<file path="src/rtl/conv_sched_if.sv">
// conv_sched_if: handshake and datapath-control bundle for conv_sched.
//
// Signal groups:
//   command   : cmd_valid, cmd_ready, cmd_layer
//   weights   : wt_rd, wt_addr, wt_rdata, weight_en, weight
//   run ctrl  : layer, win_start, conv_start, conv_ovalid, conv_done
//   status    : ch_idx, busy, done, cnt_err
//
// Modports:
//   master : the sequencer side (conv_sched drives the outputs)
//   slave  : the environment side (layer controller, weight memory, conv)
interface conv_sched_if #(
  parameter int WA_W = 8
);
  logic            cmd_valid;
  logic            cmd_ready;
  logic            cmd_layer;
  logic            layer;
  logic            wt_rd;
  logic [WA_W-1:0] wt_addr;
  logic            wt_rdata;
  logic            weight_en;
  logic            weight;
  logic            win_start;
  logic            conv_start;
  logic            conv_ovalid;
  logic            conv_done;
  logic [3:0]      ch_idx;
  logic            busy;
  logic            done;
  logic            cnt_err;

  modport master (
    input  cmd_valid, cmd_layer, wt_rdata, conv_ovalid, conv_done,
    output cmd_ready, layer, wt_rd, wt_addr, weight_en, weight,
           win_start, conv_start, ch_idx, busy, done, cnt_err
  );

  modport slave (
    output cmd_valid, cmd_layer, wt_rdata, conv_ovalid, conv_done,
    input  cmd_ready, layer, wt_rd, wt_addr, weight_en, weight,
           win_start, conv_start, ch_idx, busy, done, cnt_err
  );
endinterface

</file>
<file path="src/rtl/conv_sched.sv">
// conv_sched: per-layer channel sequencer for the binary 3x3 conv engine
// and its sliding-window feeder.
//
// For every output channel of the commanded layer it streams the K*K-bit
// kernel from weight memory into the conv engine, raises win_start and
// (START_DLY cycles later) conv_start, waits for conv_done, then moves on.
//
// Ports:
//   clk  : clock
//   rst  : asynchronous active-high reset
//   bus  : conv_sched_if.master (command, weight fetch, run control, status)
//
// Optional feature (macro CONV_SCHED_CNT_CHECK_EN):
//   counts conv_ovalid strobes during each run and compares the total at
//   conv_done against the expected output-map size; a mismatch sets the
//   sticky cnt_err flag. Without the macro cnt_err is tied low.
module conv_sched #(
  parameter int K         = 3,
  parameter int CH_L0     = 6,
  parameter int CH_L1     = 12,
  parameter int WA_W      = 8,
  parameter int START_DLY = 2
) (
  input  logic         clk,
  input  logic         rst,
  conv_sched_if.master bus
);

  localparam int KK  = K * K;
  localparam int J_W = $clog2(KK + 1);

  typedef enum logic [2:0] {
    S_IDLE, S_LOAD, S_RUN, S_GAP, S_NEXT, S_FIN
  } state_e;

  state_e          state_q, state_d;
  logic [J_W-1:0]  j_q, j_d;       // LOAD beat index 0..KK
  logic [3:0]      ch_q, ch_d;
  logic            layer_q, layer_d;
  logic [3:0]      dly_q, dly_d;   // cycles since RUN entry, saturating

  logic            accept;
  logic            load_last;
  logic [3:0]      last_ch;
  logic [WA_W-1:0] base_a;
  logic [WA_W-1:0] addr_a;

  assign accept    = bus.cmd_valid && (state_q == S_IDLE);
  assign load_last = (j_q == J_W'(KK));
  assign last_ch   = layer_q ? 4'(CH_L1 - 1) : 4'(CH_L0 - 1);
  assign base_a    = layer_q ? WA_W'(CH_L0 * KK) : '0;
  assign addr_a    = base_a + WA_W'(ch_q) * WA_W'(KK) + WA_W'(j_q);

  always_comb begin
    // NOTE: every _d gets a default before the case, so no path leaves a
    // signal unassigned and no latch is inferred.
    state_d = state_q;
    j_d     = j_q;
    ch_d    = ch_q;
    layer_d = layer_q;
    dly_d   = dly_q;
    unique case (state_q)
      S_IDLE: begin
        if (accept) begin
          layer_d = bus.cmd_layer;
          ch_d    = '0;
          j_d     = '0;
          state_d = S_LOAD;
        end
      end
      S_LOAD: begin
        if (load_last) begin
          dly_d   = '0;
          state_d = S_RUN;
        end else begin
          j_d = j_q + 1'b1;
        end
      end
      S_RUN: begin
        if (dly_q != 4'(START_DLY)) dly_d = dly_q + 4'd1;
        // An early conv_done (before conv_start rises) still ends the run.
        if (bus.conv_done) state_d = S_GAP;
      end
      S_GAP:  state_d = S_NEXT;
      S_NEXT: begin
        if (ch_q == last_ch) begin
          state_d = S_FIN;
        end else begin
          ch_d    = ch_q + 4'd1;
          j_d     = '0;
          state_d = S_LOAD;
        end
      end
      S_FIN:   state_d = S_IDLE;
      default: state_d = S_IDLE;
    endcase
  end

  always_ff @(posedge clk or posedge rst) begin
    if (rst) begin
      state_q <= S_IDLE;
      j_q     <= '0;
      ch_q    <= '0;
      layer_q <= 1'b0;
      dly_q   <= '0;
    end else begin
      // NOTE: non-blocking so every register updates from the same
      // pre-edge values regardless of statement order.
      state_q <= state_d;
      j_q     <= j_d;
      ch_q    <= ch_d;
      layer_q <= layer_d;
      dly_q   <= dly_d;
    end
  end

`ifdef CONV_SCHED_CNT_CHECK_EN
  localparam int IN_L0 = 28;
  localparam int IN_L1 = 12;

  logic [15:0] cnt_q, cnt_d;
  logic        err_q, err_d;
  logic [15:0] exp_cnt;
  logic [15:0] cnt_at_done;

  assign exp_cnt     = layer_q ? 16'((IN_L1 - K + 1) ** 2) : 16'((IN_L0 - K + 1) ** 2);
  // An ovalid coincident with conv_done belongs to this run.
  assign cnt_at_done = cnt_q + {15'd0, bus.conv_ovalid};

  always_comb begin
    cnt_d = cnt_q;
    err_d = err_q;
    if (accept) err_d = 1'b0;
    if (state_q == S_LOAD && load_last) cnt_d = '0;
    if (state_q == S_RUN) begin
      if (bus.conv_ovalid) cnt_d = cnt_q + 16'd1;
      if (bus.conv_done && cnt_at_done != exp_cnt) err_d = 1'b1;
    end
  end

  always_ff @(posedge clk or posedge rst) begin
    if (rst) begin
      cnt_q <= '0;
      err_q <= 1'b0;
    end else begin
      cnt_q <= cnt_d;
      err_q <= err_d;
    end
  end

  assign bus.cnt_err = err_q;
`else
  logic unused_ovalid;
  assign unused_ovalid = bus.conv_ovalid;
  assign bus.cnt_err   = 1'b0;
`endif

  assign bus.cmd_ready  = (state_q == S_IDLE);
  assign bus.busy       = (state_q != S_IDLE);
  assign bus.layer      = layer_q;
  assign bus.ch_idx     = ch_q;
  assign bus.done       = (state_q == S_FIN);
  assign bus.weight_en  = (state_q == S_LOAD);
  assign bus.wt_rd      = (state_q == S_LOAD) && !load_last;
  assign bus.wt_addr    = bus.wt_rd ? addr_a : '0;
  // Read data lags the strobe by one cycle, so beat 0 carries a dummy 0.
  assign bus.weight     = (state_q == S_LOAD) && (j_q != '0) && bus.wt_rdata;
  assign bus.win_start  = (state_q == S_RUN);
  assign bus.conv_start = (state_q == S_RUN) && (dly_q == 4'(START_DLY));

endmodule

</file>
<file path="src/flat_wrapper.sv">
// flat-port wrapper written by rule: the top's interface ports become plain ports
module conv_sched_flat 
#(
  parameter int K         = 3,
  parameter int CH_L0     = 6,
  parameter int CH_L1     = 12,
  parameter int WA_W      = 8,
  parameter int START_DLY = 2
)
  (clk, rst, bus_cmd_valid, bus_cmd_layer, bus_wt_rdata, bus_conv_ovalid, bus_conv_done, bus_cmd_ready, bus_layer, bus_wt_rd, bus_wt_addr, bus_weight_en, bus_weight, bus_win_start, bus_conv_start, bus_ch_idx, bus_busy, bus_done, bus_cnt_err);
  conv_sched_if #(.WA_W(WA_W)) bus_i ();
  input  logic clk;
  input  logic rst;
  input wire logic [$bits(bus_i.cmd_valid)-1:0] bus_cmd_valid;
  input wire logic [$bits(bus_i.cmd_layer)-1:0] bus_cmd_layer;
  input wire logic [$bits(bus_i.wt_rdata)-1:0] bus_wt_rdata;
  input wire logic [$bits(bus_i.conv_ovalid)-1:0] bus_conv_ovalid;
  input wire logic [$bits(bus_i.conv_done)-1:0] bus_conv_done;
  output wire logic [$bits(bus_i.cmd_ready)-1:0] bus_cmd_ready;
  output wire logic [$bits(bus_i.layer)-1:0] bus_layer;
  output wire logic [$bits(bus_i.wt_rd)-1:0] bus_wt_rd;
  output wire logic [$bits(bus_i.wt_addr)-1:0] bus_wt_addr;
  output wire logic [$bits(bus_i.weight_en)-1:0] bus_weight_en;
  output wire logic [$bits(bus_i.weight)-1:0] bus_weight;
  output wire logic [$bits(bus_i.win_start)-1:0] bus_win_start;
  output wire logic [$bits(bus_i.conv_start)-1:0] bus_conv_start;
  output wire logic [$bits(bus_i.ch_idx)-1:0] bus_ch_idx;
  output wire logic [$bits(bus_i.busy)-1:0] bus_busy;
  output wire logic [$bits(bus_i.done)-1:0] bus_done;
  output wire logic [$bits(bus_i.cnt_err)-1:0] bus_cnt_err;
  assign bus_i.cmd_valid = bus_cmd_valid;
  assign bus_i.cmd_layer = bus_cmd_layer;
  assign bus_i.wt_rdata = bus_wt_rdata;
  assign bus_i.conv_ovalid = bus_conv_ovalid;
  assign bus_i.conv_done = bus_conv_done;
  assign bus_cmd_ready = bus_i.cmd_ready;
  assign bus_layer = bus_i.layer;
  assign bus_wt_rd = bus_i.wt_rd;
  assign bus_wt_addr = bus_i.wt_addr;
  assign bus_weight_en = bus_i.weight_en;
  assign bus_weight = bus_i.weight;
  assign bus_win_start = bus_i.win_start;
  assign bus_conv_start = bus_i.conv_start;
  assign bus_ch_idx = bus_i.ch_idx;
  assign bus_busy = bus_i.busy;
  assign bus_done = bus_i.done;
  assign bus_cnt_err = bus_i.cnt_err;
  conv_sched #(.K(K), .CH_L0(CH_L0), .CH_L1(CH_L1), .WA_W(WA_W), .START_DLY(START_DLY)) u_core (.clk(clk), .rst(rst), .bus(bus_i));
endmodule
</file>
<file path="config.mk">
export PLATFORM = sky130hd
export DESIGN_NAME = conv_sched_flat
export DESIGN_NICKNAME = d
export VERILOG_FILES = /design/src/rtl/conv_sched_if.sv /design/src/rtl/conv_sched.sv /design/src/flat_wrapper.sv
export SDC_FILE = /design/constraint.sdc
export NUM_CORES = 1
export LEC_CHECK = 0
export BUFFER_PORTS_ARGS = -buffer_cell sky130_fd_sc_hd__buf_2
export CAP_MARGIN = 20
export CORE_MARGIN = 3
export CORE_UTILIZATION = 40
export CTS_BUF_LIST = sky130_fd_sc_hd__clkbuf_4 sky130_fd_sc_hd__clkbuf_8 sky130_fd_sc_hd__clkbuf_16
export DETAILED_ROUTE_END_ITERATION = 12
export SLEW_MARGIN = 0
export SYNTH_ARGS = -nofsm -noshare
export SYNTH_HDL_FRONTEND = slang
export SYNTH_SLANG_ARGS = --single-unit
</file>
<file path="constraint.sdc">
create_clock -name clk -period 4.7 [get_ports clk]
set_clock_uncertainty 0.1 [all_clocks]
set_input_delay 0.235 -clock clk [delete_from_list [all_inputs] [get_ports clk]]
set_output_delay 0.235 -clock clk [all_outputs]
set_load 0.02 [all_outputs]
</file>
==> flow_results.xml <==
<?xml version="1.0" encoding="UTF-8"?>
<metrics>
  <group name="status">
    <metric name="status" unit="">completed</metric>
  </group>
  <group name="cells_and_area">
    <metric name="layout.cells.most_common" unit="">sky130_fd_sc_hd__buf_2</metric>
    <metric name="area_growth" unit="%">15.6</metric>
    <metric name="multi_input_comb_area" unit="um2">895</metric>
    <metric name="drive_gt1_frac" unit="">0.211</metric>
    <metric name="layout.cells.non_filler" unit="">224</metric>
    <metric name="seqCellArea" unit="um2">400</metric>
    <metric name="num_antenna_cells" unit="">0</metric>
    <metric name="finish.net_count" unit="">213</metric>
    <metric name="final_cell_mix" unit="">26 x sky130_fd_sc_hd__buf_2, 21 x sky130_fd_sc_hd__ha_1, 16 x sky130_fd_sc_hd__dfrtp_1, 14 x sky130_fd_sc_hd__inv_1, 14 x sky130_fd_sc_hd__nor2_1</metric>
    <metric name="total_of_fill_cells_in_the_finished_design" unit="">311</metric>
  </group>
  <group name="detailed_routing">
    <metric name="ant_nets" unit="">0</metric>
    <metric name="drc" unit="">0</metric>
    <metric name="dr.pass1.iters" unit="">4</metric>
    <metric name="detailed_route_vias_per_instance" unit="">5.10</metric>
    <metric name="wl" unit="um">2850</metric>
    <metric name="dr_total_vias" unit="">1142</metric>
    <metric name="detail_route.wl_per_cell" unit="um">12.7</metric>
    <metric name="drt-initial-drc-count" unit="">36</metric>
  </group>
  <group name="place">
    <metric name="place.detailed.hpwl" unit="um">2350</metric>
    <metric name="routabilityCongestion" unit="">0.768</metric>
    <metric name="place_worst_setup_slack" unit="ns">1.53</metric>
    <metric name="io_buffer_count" unit="">26</metric>
    <metric name="dpl.cell_count" unit="">219</metric>
  </group>
  <group name="die">
    <metric name="floorplan.die.width" unit="um">64.7</metric>
    <metric name="placeableCoreArea" unit="mm2">0.00318</metric>
    <metric name="ioPinCount" unit="">29</metric>
    <metric name="die_h" unit="um">64.7</metric>
    <metric name="row_count" unit="">20</metric>
    <metric name="initial_core_util" unit="">0.434</metric>
    <metric name="die_area" unit="mm2">0.00419</metric>
  </group>
  <group name="pwr">
    <metric name="p_total" unit="uW">869</metric>
    <metric name="power-per-cell-area" unit="mW/mm2">545</metric>
    <metric name="switching_share" unit="">0.505</metric>
    <metric name="share_clk_of_total_power" unit="">0.106</metric>
    <metric name="leakagePower" unit="uW">0.000894</metric>
    <metric name="ir_drop" unit="mV">0.305</metric>
    <metric name="power_switching" unit="uW">439</metric>
    <metric name="pwr-share-seq" unit="">0.267</metric>
    <metric name="power_report.internal_total" unit="uW">430</metric>
    <metric name="combPwrFrac" unit="">0.627</metric>
  </group>
  <group name="synth">
    <metric name="sequential_to_total_area_share_from_yosys_stat" unit="">0.290</metric>
    <metric name="synthesis.area_per_instance" unit="um2">9.08</metric>
    <metric name="asyncSetResetFlopFracSynth" unit="">1.00</metric>
    <metric name="area_fraction_of_the_dominant_cell_type_after_synthesis" unit="">0.290</metric>
    <metric name="ys_seq_elements" unit="">16</metric>
    <metric name="synth-main-ff-cell" unit="">sky130_fd_sc_hd__dfrtp_1</metric>
    <metric name="warning_count_from_the_yosys_run" unit="">0</metric>
    <metric name="synth-edff-count" unit="">0</metric>
    <metric name="syn_inst" unit="">152</metric>
    <metric name="mappedNetlistArea" unit="mm2">0.00138</metric>
    <metric name="synthDistinctLibCells" unit="">40</metric>
    <metric name="synth_nets" unit="">184</metric>
    <metric name="synth_top_cells_by_area" unit="">sky130_fd_sc_hd__dfrtp_1 29%, sky130_fd_sc_hd__ha_1 19%, sky130_fd_sc_hd__fa_1 5.8%, sky130_fd_sc_hd__inv_1 3.8%, sky130_fd_sc_hd__nor2_1 3.8%</metric>
    <metric name="synth_largest_area_cell" unit="">sky130_fd_sc_hd__dfrtp_1</metric>
  </group>
  <group name="worst_setup_path">
    <metric name="cp.arrival" unit="ns">3.14</metric>
    <metric name="critPathCapture" unit="">bus_wt_addr[6]</metric>
    <metric name="timing.rr.end" unit="">u_core.j_q[2]$_DFFE_PP0P_</metric>
    <metric name="setup.reg_to_reg.worst_slack" unit="ns">2.74</metric>
    <metric name="crit_end_element" unit="">output pin</metric>
    <metric name="timing.critical_path.from" unit="">u_core.bus.ch_idx[2]$_DFFE_PP0P_</metric>
    <metric name="crit_fanout" unit="">7</metric>
    <metric name="worstSetupPathType" unit="">register to output pin</metric>
    <metric name="timing.reg2reg.worst_path_depth" unit="">5</metric>
    <metric name="crit-reg2reg-launch" unit="">u_core.bus.ch_idx[1]$_DFFE_PP0P_</metric>
    <metric name="timing.critical_path.from_type" unit="">register</metric>
    <metric name="crit_required" unit="ns">4.37</metric>
  </group>
  <group name="clocking">
    <metric name="clkTransAtPathRegs" unit="ns">0.09</metric>
    <metric name="cts_repair_resize_count" unit="">0</metric>
    <metric name="h-tree-depth" unit="">1</metric>
    <metric name="clock_latency_at_the_later_pin_of_the_worst_skew_pair" unit="ns">0.28</metric>
    <metric name="clock_sink_count" unit="">16</metric>
    <metric name="root_buffer" unit="">sky130_fd_sc_hd__clkbuf_4</metric>
    <metric name="post-cts-setup-buffers" unit="">0</metric>
    <metric name="tritoncts" unit="">done</metric>
    <metric name="clock_tree.buffer_depth" unit="">2</metric>
    <metric name="inserted_clock_buffers" unit="">3</metric>
    <metric name="cts_hold_buf" unit="">1</metric>
  </group>
  <group name="grt">
    <metric name="grt_antenna_before_repair" unit="">0</metric>
    <metric name="grt_pass1_wl" unit="um">5190</metric>
    <metric name="grt_overflow" unit="">0</metric>
    <metric name="largest_net_degree_at_the_start_of_global_routing" unit="">17</metric>
    <metric name="track_usage" unit="">0.153</metric>
    <metric name="vias_in_the_first_global_route" unit="">1168</metric>
  </group>
  <group name="timing">
    <metric name="setup_total_neg_slack" unit="ns">0</metric>
    <metric name="setup_viol" unit="">0</metric>
    <metric name="final_max_slew_viol_count" unit="">0</metric>
    <metric name="grt_setup_unrepaired" unit="">no</metric>
    <metric name="timing_worst_slew_pin_value" unit="ns">0.617</metric>
    <metric name="slew_headroom" unit="">0.588</metric>
    <metric name="setup_slack" unit="ns">1.22</metric>
    <metric name="fmaxAchievable" unit="MHz">288</metric>
    <metric name="holdWs" unit="ns">0.0929</metric>
    <metric name="final_report_hold_violation_count" unit="">0</metric>
    <metric name="fin_crit" unit="ns">3.48</metric>
    <metric name="post-route-period-util" unit="">0.740</metric>
  </group>
  <group name="hold_path">
    <metric name="holdCritPathClass" unit="">primary input to register</metric>
    <metric name="hold_path.startpoint" unit="">bus_cmd_layer</metric>
  </group>
  <group name="run">
    <metric name="maxCapViolCount" unit="">0</metric>
  </group>
</metrics>
area by class of cell:
type,count,share of cell area
Multi-Input combinational cell,116,0.561
Sequential cell,16,0.251
Timing Repair Buffer,27,0.0878
Inverter,17,0.0431
Tap cell,44,0.0345
Clock buffer,4,0.0227
Yosys cell counts (2+ instances only):
| cell type | n |
|---|---|
| sky130_fd_sc_hd__ha_1 | 21 |
| sky130_fd_sc_hd__or3_1 | 2 |
| sky130_fd_sc_hd__mux2i_1 | 3 |
| sky130_fd_sc_hd__nor3_1 | 2 |
| sky130_fd_sc_hd__nand3b_1 | 4 |
| sky130_fd_sc_hd__xor2_1 | 5 |
| sky130_fd_sc_hd__inv_1 | 14 |
| sky130_fd_sc_hd__o211ai_1 | 3 |
| sky130_fd_sc_hd__a22o_1 | 2 |
| sky130_fd_sc_hd__inv_2 | 2 |
| sky130_fd_sc_hd__nor2_1 | 14 |
| sky130_fd_sc_hd__fa_1 | 4 |
| sky130_fd_sc_hd__nand3_1 | 6 |
| sky130_fd_sc_hd__and3_1 | 4 |
| sky130_fd_sc_hd__a21oi_1 | 7 |
| sky130_fd_sc_hd__a21o_1 | 2 |
| sky130_fd_sc_hd__o31ai_1 | 3 |
| sky130_fd_sc_hd__nand2_1 | 13 |
| sky130_fd_sc_hd__dfrtp_1 | 16 |
| sky130_fd_sc_hd__o21ai_0 | 5 |
sequential cells by signal, indices dropped and copies added, names as in the netlist:
register and cells:
u_core.bus.ch_idx 4, u_core.bus.layer 1, u_core.dly_q 4, u_core.j_q 4
u_core.state_q 3
worst max-delay path, cell delays in order (launching register included):
cell	delay [ns]
sky130_fd_sc_hd__dfrtp_1	0.52
sky130_fd_sc_hd__inv_1	0.11
sky130_fd_sc_hd__fa_1	0.55
sky130_fd_sc_hd__inv_1	0.04
sky130_fd_sc_hd__ha_1	0.27
sky130_fd_sc_hd__ha_1	0.24
sky130_fd_sc_hd__fa_1	0.41
sky130_fd_sc_hd__a21o_1	0.19
sky130_fd_sc_hd__a21oi_1	0.17
sky130_fd_sc_hd__xor2_1	0.16
sky130_fd_sc_hd__nor2_1	0.05
sky130_fd_sc_hd__buf_2	0.15
routing by layer:
layer / track usage / up-vias / share of wire
met4: 0.0185 / 0 / 0.0060
met5: 0 / - / 0
li1: - / 586 / -
met3: 0.0312 / 2 / 0.038
met2: 0.245 / 27 / 0.44
met1: 0.218 / 527 / 0.51
per-stage QoR:
| stage | utilization | cell area [um2] |
|---|---|---|
| global placement | 0.487 | 1550 |
| floorplan | - | 1380 |
| global route | 0.502 | 1600 |
| finish | 0.502 | 1600 |
| detailed placement | 0.487 | 1550 |
| CTS | 0.502 | 1600 |
how the worst min path moves through the flow:
stage,depth (start not counted),to,slack (ns)
2_1_floorplan,1,u_core.bus.ch_idx[0]$_DFFE_PP0P_,0.05
3_3_place_gp,2,u_core.state_q[0]$_DFFE_PP0P_,0.24
3_5_place_dp,2,u_core.state_q[0]$_DFFE_PP0P_,0.25
4_1_cts,2,u_core.bus.layer$_DFFE_PP0P_,0.09
5_1_grt,2,u_core.bus.layer$_DFFE_PP0P_,0.08
6_report,2,u_core.bus.layer$_DFFE_PP0P_,0.09
power groups by stage:
stage | Clock [uW] | Combinational [uW] | Sequential, uW
2_1_floorplan | 0 | 405 | 225
3_3_place_gp | 0 | 539 | 232
3_5_place_dp | 0 | 547 | 235
4_1_cts | 94.1 | 556 | 232
5_1_grt | 102 | 624 | 242
6_report | 92.1 | 545 | 233
cells by family after synthesis:
family                     after synthesis  share of synthesized area
AOI/OAI and AO/OA                       28                      0.134
other                                    1                    0.00272
DFF                                     16                      0.290
and+or+nand+nor                         52                      0.195
buffers and inverters                   20                     0.0616
xor gates and xnor gates                 6                     0.0381
adders and majority gates               25                      0.248
muxes                                    4                     0.0299
(Power assumes the default switching activity.)
